--- src/rtl/debug_command_control_pkg.sv ---
// Shared definitions for the debug command sequencer: one-hot FSM states,
// UART command bytes and the end-of-program sentinel word.
package debug_command_control_pkg;

  typedef enum logic [5:0] {
    ST_IDLE  = 6'b000001,
    ST_LOAD  = 6'b000010,
    ST_RUN   = 6'b000100,
    ST_STEP  = 6'b001000,
    ST_PULSE = 6'b010000,
    ST_SEND  = 6'b100000
  } state_e;

  localparam logic [7:0] CMD_LOAD = 8'h4C;
  localparam logic [7:0] CMD_CONT = 8'h43;
  localparam logic [7:0] CMD_STEP = 8'h53;
  localparam logic [7:0] CMD_NEXT = 8'h4E;
  localparam logic [7:0] CMD_EXIT = 8'h45;

  localparam logic [31:0] SENTINEL_WORD = 32'hFFFF_FFFF;

endpackage

--- src/rtl/debug_command_control_assembler.sv ---
// Packs incoming UART bytes MSB first into instruction words and flags each
// completed word with a one-cycle word_valid pulse.
module debug_command_control_assembler
  import debug_command_control_pkg::*;
#(
  parameter int DATA_WIDTH = 32,
  parameter int BYTE_WIDTH = 8
) (
  input  logic                  clk,
  input  logic                  reset,
  input  logic                  clear,
  input  logic                  byte_valid,
  input  logic [BYTE_WIDTH-1:0] byte_in,
  output logic [DATA_WIDTH-1:0] word,
  output logic                  word_valid
);

  localparam int BYTES = DATA_WIDTH / BYTE_WIDTH;
  localparam int CW    = (BYTES > 1) ? $clog2(BYTES) : 1;
  localparam logic [CW-1:0] LAST_BYTE = CW'(BYTES - 1);

  logic [CW-1:0]         count_q, count_d;
  logic [DATA_WIDTH-1:0] shift_q, shift_d;
  logic                  valid_q, valid_d;

  always_comb begin
    count_d = count_q;
    shift_d = shift_q;
    valid_d = 1'b0;
    if (clear) begin
      count_d = '0;
      shift_d = '0;
    end else if (byte_valid) begin
      shift_d = {shift_q[DATA_WIDTH-BYTE_WIDTH-1:0], byte_in};
      count_d = (count_q == LAST_BYTE) ? '0 : count_q + 1'b1;
      valid_d = (count_q == LAST_BYTE);
    end
  end

  always_ff @(posedge clk) begin
    if (reset) begin
      count_q <= '0;
      shift_q <= '0;
      valid_q <= 1'b0;
    end else begin
      count_q <= count_d;
      shift_q <= shift_d;
      valid_q <= valid_d;
    end
  end

  // The shift register already holds the finished word during the strobe cycle.
  assign word       = shift_q;
  assign word_valid = valid_q;

endmodule

--- src/rtl/debug_command_control.sv ---
// Debug command sequencer: decodes UART commands, loads program words into
// instruction memory, gates the pipeline and requests state dumps.
module debug_command_control
  import debug_command_control_pkg::*;
#(
  parameter int IM_ADDR_LENGTH = 32,
  parameter int IM_MEM_SIZE    = 256,
  parameter int DATA_WIDTH     = 32,
  parameter int NBITS          = 32,
  parameter int BYTE_WIDTH     = 8
) (
  input  logic                      clk,
  input  logic                      reset,
  input  logic [BYTE_WIDTH-1:0]     rx_data,
  input  logic                      rx_done,
  input  logic                      halt,
  input  logic                      send_done,
  output logic                      im_wr_en,
  output logic [IM_ADDR_LENGTH-1:0] im_addr,
  output logic [DATA_WIDTH-1:0]     im_wr_data,
  output logic                      pipe_enable,
  output logic                      send_flag,
  output logic [NBITS-1:0]          clock_count,
  output logic                      prog_loaded
);

  localparam logic [IM_ADDR_LENGTH-1:0] LAST_ADDR = IM_ADDR_LENGTH'(IM_MEM_SIZE - 1);

  state_e                    state_q, state_d;
  logic                      from_step_q, from_step_d;
  logic [IM_ADDR_LENGTH-1:0] im_addr_q, im_addr_d;
  logic                      pipe_enable_q, pipe_enable_d;
  logic                      send_flag_q, send_flag_d;
  logic [NBITS-1:0]          clock_count_q, clock_count_d;
  logic                      prog_loaded_q, prog_loaded_d;

  logic                  rx_valid;
  logic                  cmd_load, cmd_cont, cmd_step, cmd_next, cmd_exit;
  logic                  asm_clear, asm_byte_valid;
  logic [DATA_WIDTH-1:0] asm_word;
  logic                  asm_word_valid;

  // A byte arriving together with send_done is dropped.
  assign rx_valid = rx_done & ~send_done;
  assign cmd_load = rx_valid && (rx_data == BYTE_WIDTH'(CMD_LOAD));
  assign cmd_cont = rx_valid && (rx_data == BYTE_WIDTH'(CMD_CONT));
  assign cmd_step = rx_valid && (rx_data == BYTE_WIDTH'(CMD_STEP));
  assign cmd_next = rx_valid && (rx_data == BYTE_WIDTH'(CMD_NEXT));
  assign cmd_exit = rx_valid && (rx_data == BYTE_WIDTH'(CMD_EXIT));

  assign asm_clear      = (state_q == ST_IDLE) && cmd_load;
  assign asm_byte_valid = (state_q == ST_LOAD) && rx_valid;

  debug_command_control_assembler #(
    .DATA_WIDTH(DATA_WIDTH),
    .BYTE_WIDTH(BYTE_WIDTH)
  ) u_assembler (
    .clk       (clk),
    .reset     (reset),
    .clear     (asm_clear),
    .byte_valid(asm_byte_valid),
    .byte_in   (rx_data),
    .word      (asm_word),
    .word_valid(asm_word_valid)
  );

  always_comb begin
    state_d       = state_q;
    from_step_d   = from_step_q;
    im_addr_d     = im_addr_q;
    pipe_enable_d = 1'b0;
    send_flag_d   = 1'b0;
    prog_loaded_d = prog_loaded_q;
    clock_count_d = clock_count_q;
    if (pipe_enable_q && (clock_count_q != {NBITS{1'b1}})) begin
      clock_count_d = clock_count_q + 1'b1;
    end

    case (state_q)
      ST_IDLE: begin
        if (cmd_load) begin
          clock_count_d = '0;
          im_addr_d     = '0;
          prog_loaded_d = 1'b0;
          state_d       = ST_LOAD;
        end else if (cmd_cont && prog_loaded_q) begin
          pipe_enable_d = 1'b1;
          state_d       = ST_RUN;
        end else if (cmd_step && prog_loaded_q) begin
          state_d = ST_STEP;
        end
      end
      ST_LOAD: begin
        // The address advances after each strobe but never past the last IM word.
        if (asm_word_valid) begin
          if (im_addr_q != LAST_ADDR) begin
            im_addr_d = im_addr_q + 1'b1;
          end
          if ((asm_word == DATA_WIDTH'(SENTINEL_WORD)) || (im_addr_q == LAST_ADDR)) begin
            prog_loaded_d = 1'b1;
            state_d       = ST_IDLE;
          end
        end
      end
      ST_RUN: begin
        if (halt) begin
          send_flag_d = 1'b1;
          from_step_d = 1'b0;
          state_d     = ST_SEND;
        end else begin
          pipe_enable_d = 1'b1;
        end
      end
      ST_STEP: begin
        if (cmd_next) begin
          from_step_d = 1'b1;
          if (halt) begin
            send_flag_d = 1'b1;
            state_d     = ST_SEND;
          end else begin
            pipe_enable_d = 1'b1;
            state_d       = ST_PULSE;
          end
        end else if (cmd_exit) begin
          state_d = ST_IDLE;
        end
      end
      ST_PULSE: begin
        send_flag_d = 1'b1;
        state_d     = ST_SEND;
      end
      ST_SEND: begin
        if (send_done) begin
          state_d = (from_step_q && !halt) ? ST_STEP : ST_IDLE;
        end else begin
          send_flag_d = 1'b1;
        end
      end
      default: begin
        state_d = ST_IDLE;
      end
    endcase
  end

  always_ff @(posedge clk) begin
    if (reset) begin
      state_q       <= ST_IDLE;
      from_step_q   <= 1'b0;
      im_addr_q     <= '0;
      pipe_enable_q <= 1'b0;
      send_flag_q   <= 1'b0;
      clock_count_q <= '0;
      prog_loaded_q <= 1'b0;
    end else begin
      state_q       <= state_d;
      from_step_q   <= from_step_d;
      im_addr_q     <= im_addr_d;
      pipe_enable_q <= pipe_enable_d;
      send_flag_q   <= send_flag_d;
      clock_count_q <= clock_count_d;
      prog_loaded_q <= prog_loaded_d;
    end
  end

  assign im_wr_en    = asm_word_valid;
  assign im_wr_data  = asm_word;
  assign im_addr     = im_addr_q;
  assign pipe_enable = pipe_enable_q;
  assign send_flag   = send_flag_q;
  assign clock_count = clock_count_q;
  assign prog_loaded = prog_loaded_q;

endmodule

--- config.mk ---
export PLATFORM = sky130hd
export DESIGN_NAME = debug_command_control
export DESIGN_NICKNAME = d
export VERILOG_FILES = /design/src/rtl/debug_command_control_pkg.sv /design/src/rtl/debug_command_control_assembler.sv /design/src/rtl/debug_command_control.sv
export SDC_FILE = /design/constraint.sdc
export NUM_CORES = 1
export LEC_CHECK = 0
export ABC_AREA = 1
export CAP_MARGIN = 20
export CORE_UTILIZATION = 54
export CTS_BUF_LIST = sky130_fd_sc_hd__clkbuf_2
export DETAILED_ROUTE_END_ITERATION = 6
export PLACE_DENSITY = 0.82
export SKIP_LAST_GASP = 1
export SLEW_MARGIN = 25
export SYNTH_ARGS = -nofsm -noshare
export SYNTH_HDL_FRONTEND = slang
export SYNTH_SLANG_ARGS = --single-unit
--- constraint.sdc ---
create_clock -name clk -period 3.6 [get_ports clk]
set_input_delay 0.36 -clock clk [delete_from_list [all_inputs] [get_ports clk]]
set_output_delay 0.36 -clock clk [all_outputs]
set_load 0.01 [all_outputs]
# After elaboration in Yosys (flattened, before gate mapping)
# Cells that the tools add are included.
# classes
addsub,3
n_eq_ne,25
n_mux,36
n_bitwise,3
reduce_logical,21
# ops
op,n
32-bit 2-to-1 mux,6
"32-bit by 1-bit adder with 32-bit output, second input constant",2
32-bit one-hot mux with 2 select lines,1
6-bit 2-to-1 mux,10
"8-bit by 7-bit equality test with 1-bit output, second input constant",5
6-bit one-hot mux with 6 select lines,1
"32-bit equality test, second input constant",1
"32-bit by 8-bit equality test with 1-bit output, second input constant",1
"32-bit inequality test, second input constant",1
"32-bit by 8-bit inequality test with 1-bit output, second input constant",1
1-bit 2-to-1 mux,12
1-bit logical AND,11
"2-bit inequality test, second input constant",4
4-bit AND reduction,2
"6-bit by 1-bit equality test with 1-bit output, second input constant",1
"6-bit by 2-bit equality test with 1-bit output, second input constant",1
"6-bit by 3-bit equality test with 1-bit output, second input constant",1
"6-bit by 4-bit equality test with 1-bit output, second input constant",1
"6-bit by 5-bit equality test with 1-bit output, second input constant",1
"6-bit equality test, second input constant",1
"2-bit by 1-bit inequality test with 1-bit output, second input constant",3
6-bit AND reduction,1
4-bit 2-to-1 mux,1
"4-bit by 2-bit inequality test with 1-bit output, second input constant",1
15 further kinds,18
# totals
ff_bits,109
in_bits,13
output_inout_bits,100
wordCells,98

# Logic depth before layout (Yosys ltp)
# Gate-level depths: netlist (run 1).
# depth
depth_word,8
depth_mapped,14
depth_no_buf,14

# By module
# From an unflattened synthesis (run 1), not the netlist that was laid out.
# hier_totals
hier_cells,1001
area_unflattened_um2,6516.2
# modules_own_cells
module,instances,cells_per_inst,area_per_inst_um2,seq_area_each_um2
debug_command_control,1,846,5139.9,1481.4
debug_command_control_assembler,1,155,1376.3,700.7

# Worst setup path before layout (run 1)
# OpenSTA, ideal clock, no wires.
# synth_timing
path_kind,reg2reg
startpoint,"register im_addr_q[0], in the netlist im_addr[0]"
endpoint,"register im_addr_q[19], in the netlist im_addr[19]"
setup_ps,69
t_arrival_ps,1769
required_time_ps,3531
path_slack_ps,1761
path_stages_with_launch,13
path_buffers,1
period_less_slack_ps,1839
path_cell_list,dfxtp_1 ha_1 nand2_2 nor2_4 nand2_2 nor2_2 nand2_2 nand2_4 nand2_4 nand2_4 buf_6 nand2_1 a21oi_2
# synth_between
elab_chain_len,4
word_cells_on_any_way,7
cone_classes,1 x add/sub; 2 x eq/ne; 3 x mux; 1 x reduce/logical
# synth_lines
element,line_no,source
"start, declared",debug_command_control.sv:31,"logic [IM_ADDR_LENGTH-1:0] im_addr_q, im_addr_d;"
"start signal, assigned",debug_command_control.sv:157,im_addr_q <= im_addr_d;
32-bit by 1-bit adder with 32-bit output,debug_command_control.sv:97,im_addr_d = im_addr_q + 1'b1;
32-bit 2-to-1 mux,debug_command_control.sv:96,if (im_addr_q != LAST_ADDR) begin
32-bit 2-to-1 mux,debug_command_control.sv:95,if (asm_word_valid) begin
32-bit one-hot mux with 2 select lines,debug_command_control.sv:79,case (state_q)
# Several ways; a longest one is shown, not always the timed one. The select of a mux whose other input is x is not followed.
# A chain may end at the register's enable or synchronous reset.

# Worst setup path after layout (run 1)
# layout_timing
startpoint,register state_q[3]
endpoint,register u_assembler.count_q[0]
# layout_between
elab_chain_len,3
word_cells_on_any_way,5
cone_classes,2 x eq/ne; 3 x reduce/logical
# layout_lines
element,line_no,source
"start, declared",debug_command_control.sv:29,"state_e state_q, state_d;"
"start signal, assigned",debug_command_control.sv:155,state_q <= state_d;
6-bit by 1-bit equality test with 1-bit output,debug_command_control.sv:51,assign asm_clear = (state_q == ST_IDLE) && cmd_load;
1-bit logical AND,debug_command_control.sv:51,
2-bit OR reduction (no line),n/a,
"end signal, assigned",debug_command_control_assembler.sv:46,count_q <= count_d;
"end, declared",debug_command_control_assembler.sv:22,"logic [CW-1:0] count_q, count_d;"
# Several ways; a longest one is shown, not always the timed one.

==> out/qor.yml, run 1 <==
outcome:
  status: "finished clean"
logic_synthesis:
  synthArstFlopShare: 0
  synth_nets: 1027
  synth.yosys.seq_area_share: 0.350
  synth_top_family_by_area: "simple AND/OR/NAND/NOR gates"
  synth_area_leaders: "dfxtp_1 (35%), nand2_1 (21%), nor2_1 (11%), a21oi_1 (6.7%), nand3_1 (5.0%)"
  synth_seq_cells: 109
  synth_edf_count: 0
  synth.most_common_cell: "nand2_1"
  synth_common_cells: "nand2_1 (348), nor2_1 (175), dfxtp_1 (109), a21oi_1 (83), inv_1 (81)"
  muxShareOfSynthArea: 0
  yosys.area_share.adder: 0.00602
  postSynthCellCount: 1011
  synth_warnings: 0
  synth_top_area_cell: "dfxtp_1"
  yosysTopAreaCellShare: 0.350
  syn_avg_cell_area_um2: 6.16
  synth-compound-area-share: 0.100
  synthXorXnorAreaFrac: 0.0197
  synthesis.area_um2: 6230
  yosysUniqueCellTypes: 34
  synth_simple_gate_area_frac: 0.439
  synth_top_flop_cell: "dfxtp_1"
global_routing:
  grt_overflow: 0
  antenna_found_initial: 0
  grt_pass1_vias: 5548
  track_usage: 0.273
  grt_pass1_wl_um: 26200
  grt_max_degree: 47
sta:
  fin_skew_ps: 27.0
  setup_viol: 0
  fin_crit_ps: 2420
  fin_setup_tns_ps: 0
  fin_crit_sh: 0.671
  hold_violations: 0
  relSlewSlack: 0.474
  fmax_mhz: 414
  rsz0062_at_grt: "no"
  worst_pin_slew_ps: 788
  final_max_slew_viol_count: 0
cts:
  cts_buffer_depth: 2
  cts_inserted_buffers: 9
  cts-resized-gates: 0
  clk_latency_ps: 590
  cts.hold.buffers_added: 0
  postCtsSetupRepairBufs: 0
  cts_tree: "yes"
  clock_sinks: 109
  cts.htree.levels: 3
  cts_root_buf: "clkbuf_2"
  path_clk_slew_ps: 300
cells_and_area:
  fin_nets: 1122
  area.sequential_um2: 2180
  stdcell_area_um2: 7460
  drive_gt1_frac: 0.0585
  fill_cells: 1070
  area_delta_synth_final_pct: 19.7
  multi_input_comb_area_um2: 3520
  antenna_cells: 0
  final_cells: 1251
die:
  core_area_um2: 11000
  row_count: 38
  dieArea_um2: 12000
  ios: 113
  die_height_um: 109
  start_util: 0.565
  die_w_um: 109
routing:
  drc: 0
  drt_iter0_drc: 458
  ant_nets: 0
  wirelength_um: 15900
  wl_per_cell_um: 12.7
  viasPerCell: 5.27
  via_count: 6592
  first_pass_iters: 5
placed_design:
  place.port_buffers: 112
  globalplace.congestion: 0.976
  dp.cells: 1235
  hpwl_um: 11600
  place_area_um2: 7360
worst_setup_path:
  cp.required_ps: 4080
  reg2reg_from: "state_q[3]"
  critPathArrivalTime_ps: 2890
  critical_path_class: "reg -> reg"
  cp-start-kind: "register"
  reg2regPathDepth: 8
  r2r-end: "u_assembler.count_q[0]"
  worstSetupEndpointType: "register"
  rrSetupSlack_ps: 1180
  cp_max_fo: 34
power_and_ir_drop:
  power_frac_comb: 0.131
  switching_share: 0.309
  power_switching_uw: 628
  clockPowerShare: 0.257
  power_frac_seq: 0.612
  leakage_uw: 0.00257
  peakVddDrop_mv: 0.213
  power.density_nw_per_um2: 273
  internal-power_uw: 1410
hold_path:
  hold_start: "rx_data[5]"
  hold_depth: 3
  whs_endpoint: "u_assembler.word[5]"
  hold_path.class: "in -> reg"
job:
  cap_violations: 0
state kept, by name, summed over array words and instances (netlist names):
register and flops:
send_flag 1, clock_count 32, from_step_q 1, im_addr 32, u_assembler.word_valid 1, prog_loaded 1, pipe_enable 1, state_q 6
u_assembler.word 32, u_assembler.count_q 2
per-stage QoR:
step	worst slack [ps]	hold WS, ps	util	power [uW]
after floorplan	1760	444	-	1470
after global placement	656	454	0.667	1530
after detailed placement	593	467	0.667	1530
after CTS	931	269	0.676	2050
after global routing	891	281	0.676	2140
final	1180	310	0.676	2030
metal layers:
metal,vias up,global-route usage,part of all wire
met5,-,0,0
met4,0,0.0771,0.011
met3,15,0.0456,0.065
met2,206,0.434,0.45
met1,2994,0.380,0.47
li1,3377,-,-
cells by family (layout without fill, tap and decap cells):
logic type	count (synthesis)	count (layout)
simple gates	650	650
buf+inv	122	222
compound gates	113	113
xor+xnor	14	14
fa+ha+maj	3	3
flops	109	109
worst max-delay path, stage by stage (launching register included):
cell     delay [ps]
dfxtp_1         400
inv_2            60
nand2_2          80
nor3_2          130
nand2_2         400
nor2_2          620
inv_2           410
nand2_1         130
a21oi_1          70
placed cells by master, fill, tap and decap left out, types with 11 or more instances in the layout:
master,instances
nand2_1,348
dfxtp_1,109
inv_2,11
nand2_2,13
nand4_1,20
clkdlybuf4s50_1,112
nand3_1,62
nor2_1,175
a21oi_1,83
inv_1,81
area by class of cell:
class / count / area share
inverter: 92 / 0.0463
timing repair buffer: 114 / 0.152
tap: 140 / 0.0235
clock inverter: 6 / 0.00637
clock buffer: 10 / 0.00671
multi-input combinational: 780 / 0.472
sequential: 109 / 0.292
worst max-delay path by stage:
stage	startpoint	to	slack [ps]	cells after the start
floorplan	im_addr[0]	im_addr[19]	1760	12
global placement	rx_data[7]	clock_count[23]	660	9
detailed placement	rx_data[7]	clock_count[23]	590	9
CTS	state_q[3]	clock_count[23]	930	8
global route	state_q[3]	im_addr[1]	890	11
finish	state_q[3]	u_assembler.count_q[0]	1180	8
power by group through the flow:
stage               registers [uW]  logic [uW]  clock network, uW
finish                        1240         266                523
detailed placement            1260         264                  0
global route                  1250         303                590
floorplan                     1260         209                  0
CTS                           1250         265                536
global placement              1270         263                  0
Note: power is estimated with default switching activity, not from simulation.
==> inputs of run 2 (changes only) <==
Settings changed: CORE_UTILIZATION 54 to 49, PLACE_DENSITY 0.82 to 0.78.
Clock period 3.6 ns to 2.15 ns, I/O delays scaled along.
==> run 2 against run 1 <==
Register-to-register slack got worse by 1000 ps; largest cell class unchanged; via count increased by 0.73%; non-clock buffer count increased by 15; maximum frequency increased by 21%; sequential share of layout area decreased by 0.86 points; sequential power increased by 67%; final cell count increased by 3.5%; first-iteration DRC count increased by 16%; combinational power increased by 110%.
==> out/qor.yml, run 2 (same netlist as run 1, synthesis figures left out) <==
outcome:
  status: "finished clean"
worst_setup_path:
  cp_max_fo: 16  # -53%
  worstPathCellList: "ha_1, nand2_2, nor2_4, nand2_2, nor2_2, nand2_2, nand2_4, nand2_4, nand2_4, nand2_1, a21oi_1"
  critPathArrivalTime_ps: 2580  # -310 ps
  critical_path_class: "reg -> reg"
  rrSetupSlack_ps: 160  # -1030 ps
  worstSetupEndpointType: "register"
  cp-start-kind: "register"
  cp.required_ps: 2740  # -1340 ps
  max_stage_delay_ps: 440  # -180 ps
  cp_slowest_cell: "dfxtp_1"
routing:
  drc: 0  # unchanged
  wl_per_cell_um: 12.9  # +1.7%
  viasPerCell: 5.13  # -2.7%
  wl_met3_um: 875  # -16%
  met1_length_um: 7850  # +4.3%
  first_pass_iters: 5  # unchanged
  wl_met2_um: 7660  # +7.2%
  wirelength_um: 16700  # +5.3%
  maxUsedRoutingLayer: "met4"
  ant_nets: 0  # unchanged
  via_count: 6640  # +0.73%
  drt_iter0_drc: 533  # +16%
power_and_ir_drop:
  power_frac_seq: 0.561  # -0.051
  power_switching_uw: 1160  # +84%
  switching_share: 0.313  # +0.00472
  peakVddDrop_mv: 0.396  # +86%
  leakage_uw: 0.00269  # +4.4%
  clockPowerShare: 0.289  # +0.032
  power_frac_comb: 0.149  # +0.018
  internal-power_uw: 2540  # +80%
  power.density_nw_per_um2: 480  # +76%
global_routing:
  antenna_found_initial: 0  # unchanged
  grt_pass1_vias: 5656  # +1.9%
  grt_max_degree: 47  # unchanged
  track_usage: 0.257  # -0.0157
  grt_overflow: 0  # unchanged
  grt_pass1_wl_um: 27100  # +3.4%
sta:
  fmax_mhz: 502  # +21%
  final_max_slew_viol_count: 0  # unchanged
  relSlewSlack: 0.643  # +0.169
  fin_crit_ps: 1990  # -422 ps
  worst_pin_slew_ps: 534  # -254 ps
  setup_viol: 0  # unchanged
  fin_skew_ps: 37.2  # +10.2 ps
  fin_crit_sh: 0.927  # +0.256
  setup_slack_ps: 157  # -1030 ps
  hold_violations: 0  # unchanged
cts:
  clock_sinks: 109  # unchanged
  clk_latency_ps: 650  # +60 ps
  cts_buffer_depth: 2  # unchanged
  cts-resized-gates: 0  # unchanged
  postCtsSetupRepairBufs: 0  # unchanged
  cts.htree.levels: 3  # unchanged
  cts_root_buf: "clkbuf_2"
  cts_tree: "yes"
  path_clk_slew_ps: 320  # +20 ps
  cts_inserted_buffers: 9  # unchanged
  cts.hold.buffers_added: 0  # unchanged
die:
  core_area_um2: 12200  # +11%
  row_count: 40  # +5.3%
  die_w_um: 115  # +4.9%
  ios: 113  # unchanged
  die_height_um: 115  # +4.9%
  start_util: 0.510  # -0.0546
  dieArea_um2: 13200  # +10%
cells_and_area:
  drive_gt1_frac: 0.0736  # +0.0151
  multi_input_comb_area_um2: 3540  # +0.43%
  area.sequential_um2: 2180  # about the same
  final_cell_mix: "nand2_1 (348), nor2_1 (175), clkdlybuf4s50_1 (112), dfxtp_1 (108), a21oi_1 (83)"
  fin_nets: 1138  # +1.4%
  antenna_cells: 0  # unchanged
  final_util: 0.630  # -0.0466
  mostFrequentLayoutCell: "nand2_1"
  area_delta_synth_final_pct: 23.4
  fill_cells: 1239  # +16%
hold_path:
  hold_path.class: "in -> reg"
job:
  cap_violations: 0  # unchanged
placed_design:
  place.port_buffers: 112  # unchanged
  place_ws_ps: 94.8  # -498 ps
  globalplace.congestion: 0.955  # -2.2%
  hpwl_um: 12100  # +4.9%
## run 2: cell types whose count changed in the layout (fill, tap and decap cells not counted), moves of 2 or more
cell | before | now
buf_4 | 2 | 14
buf_12 | 0 | 2
clkinvlp_4 | 2 | 0
inv_6 | 1 | 3
## run 2: final timing paths
kind                                        startpoint                endpoint  cells after the start
worst max-delay path                        im_addr[1]             im_addr[28]                     11
worst min-delay path                        rx_data[7]     u_assembler.word[7]                      3
worst max register to register              im_addr[1]             im_addr[28]                     11
worst min register to register  u_assembler.count_q[1]  u_assembler.count_q[1]                      2
## run 2: metrics by stage
step	cells	power (uW)	setup TNS (ps)	area, um2	hold slack (ps)
final	1295	3700	0	7690	127
after global routing	1295	3870	-5.80	7690	69.4
after global placement	1278	2610	0	7530	456
after detailed placement	1278	2620	0	7530	467
after CTS	1294	3700	0	7660	75.2
after floorplan	1011	2470	0	6230	362
## run 2: layer usage
| layer | track usage | vias up |
|---|---|---|
| li1 | - | 3420 |
| met1 | 0.350 | 3001 |
| met2 | 0.411 | 189 |
| met3 | 0.0469 | 30 |
| met4 | 0.0892 | 0 |
| met5 | 0 | - |
## run 2: worst max-delay path: cells and delay by family (launching register included)
family | cells | cell delay [ps]
DFF | 1 | 440
and+or+nand+nor | 9 | 1140
adders and majority gates | 1 | 200
AOI/OAI and AO/OA | 1 | 130
## run 2: power by group through the flow
stage	sequential, uW	combinational (uW)	clock, uW
2_1_floorplan	2120	349	0
3_3_place_gp	2110	506	0
3_5_place_dp	2110	512	0
4_1_cts	2070	513	1110
5_1_grt	2080	601	1190
6_report	2070	552	1070
## run 2: final cells by class
cell class / instances / area share
Clock buffer: 9 / 0.00586
Inverter: 92 / 0.0452
Sequential cell: 109 / 0.284
Tap cell: 168 / 0.0273
Timing Repair Buffer: 129 / 0.166
Multi-Input combinational cell: 781 / 0.460
Clock inverter: 7 / 0.0114
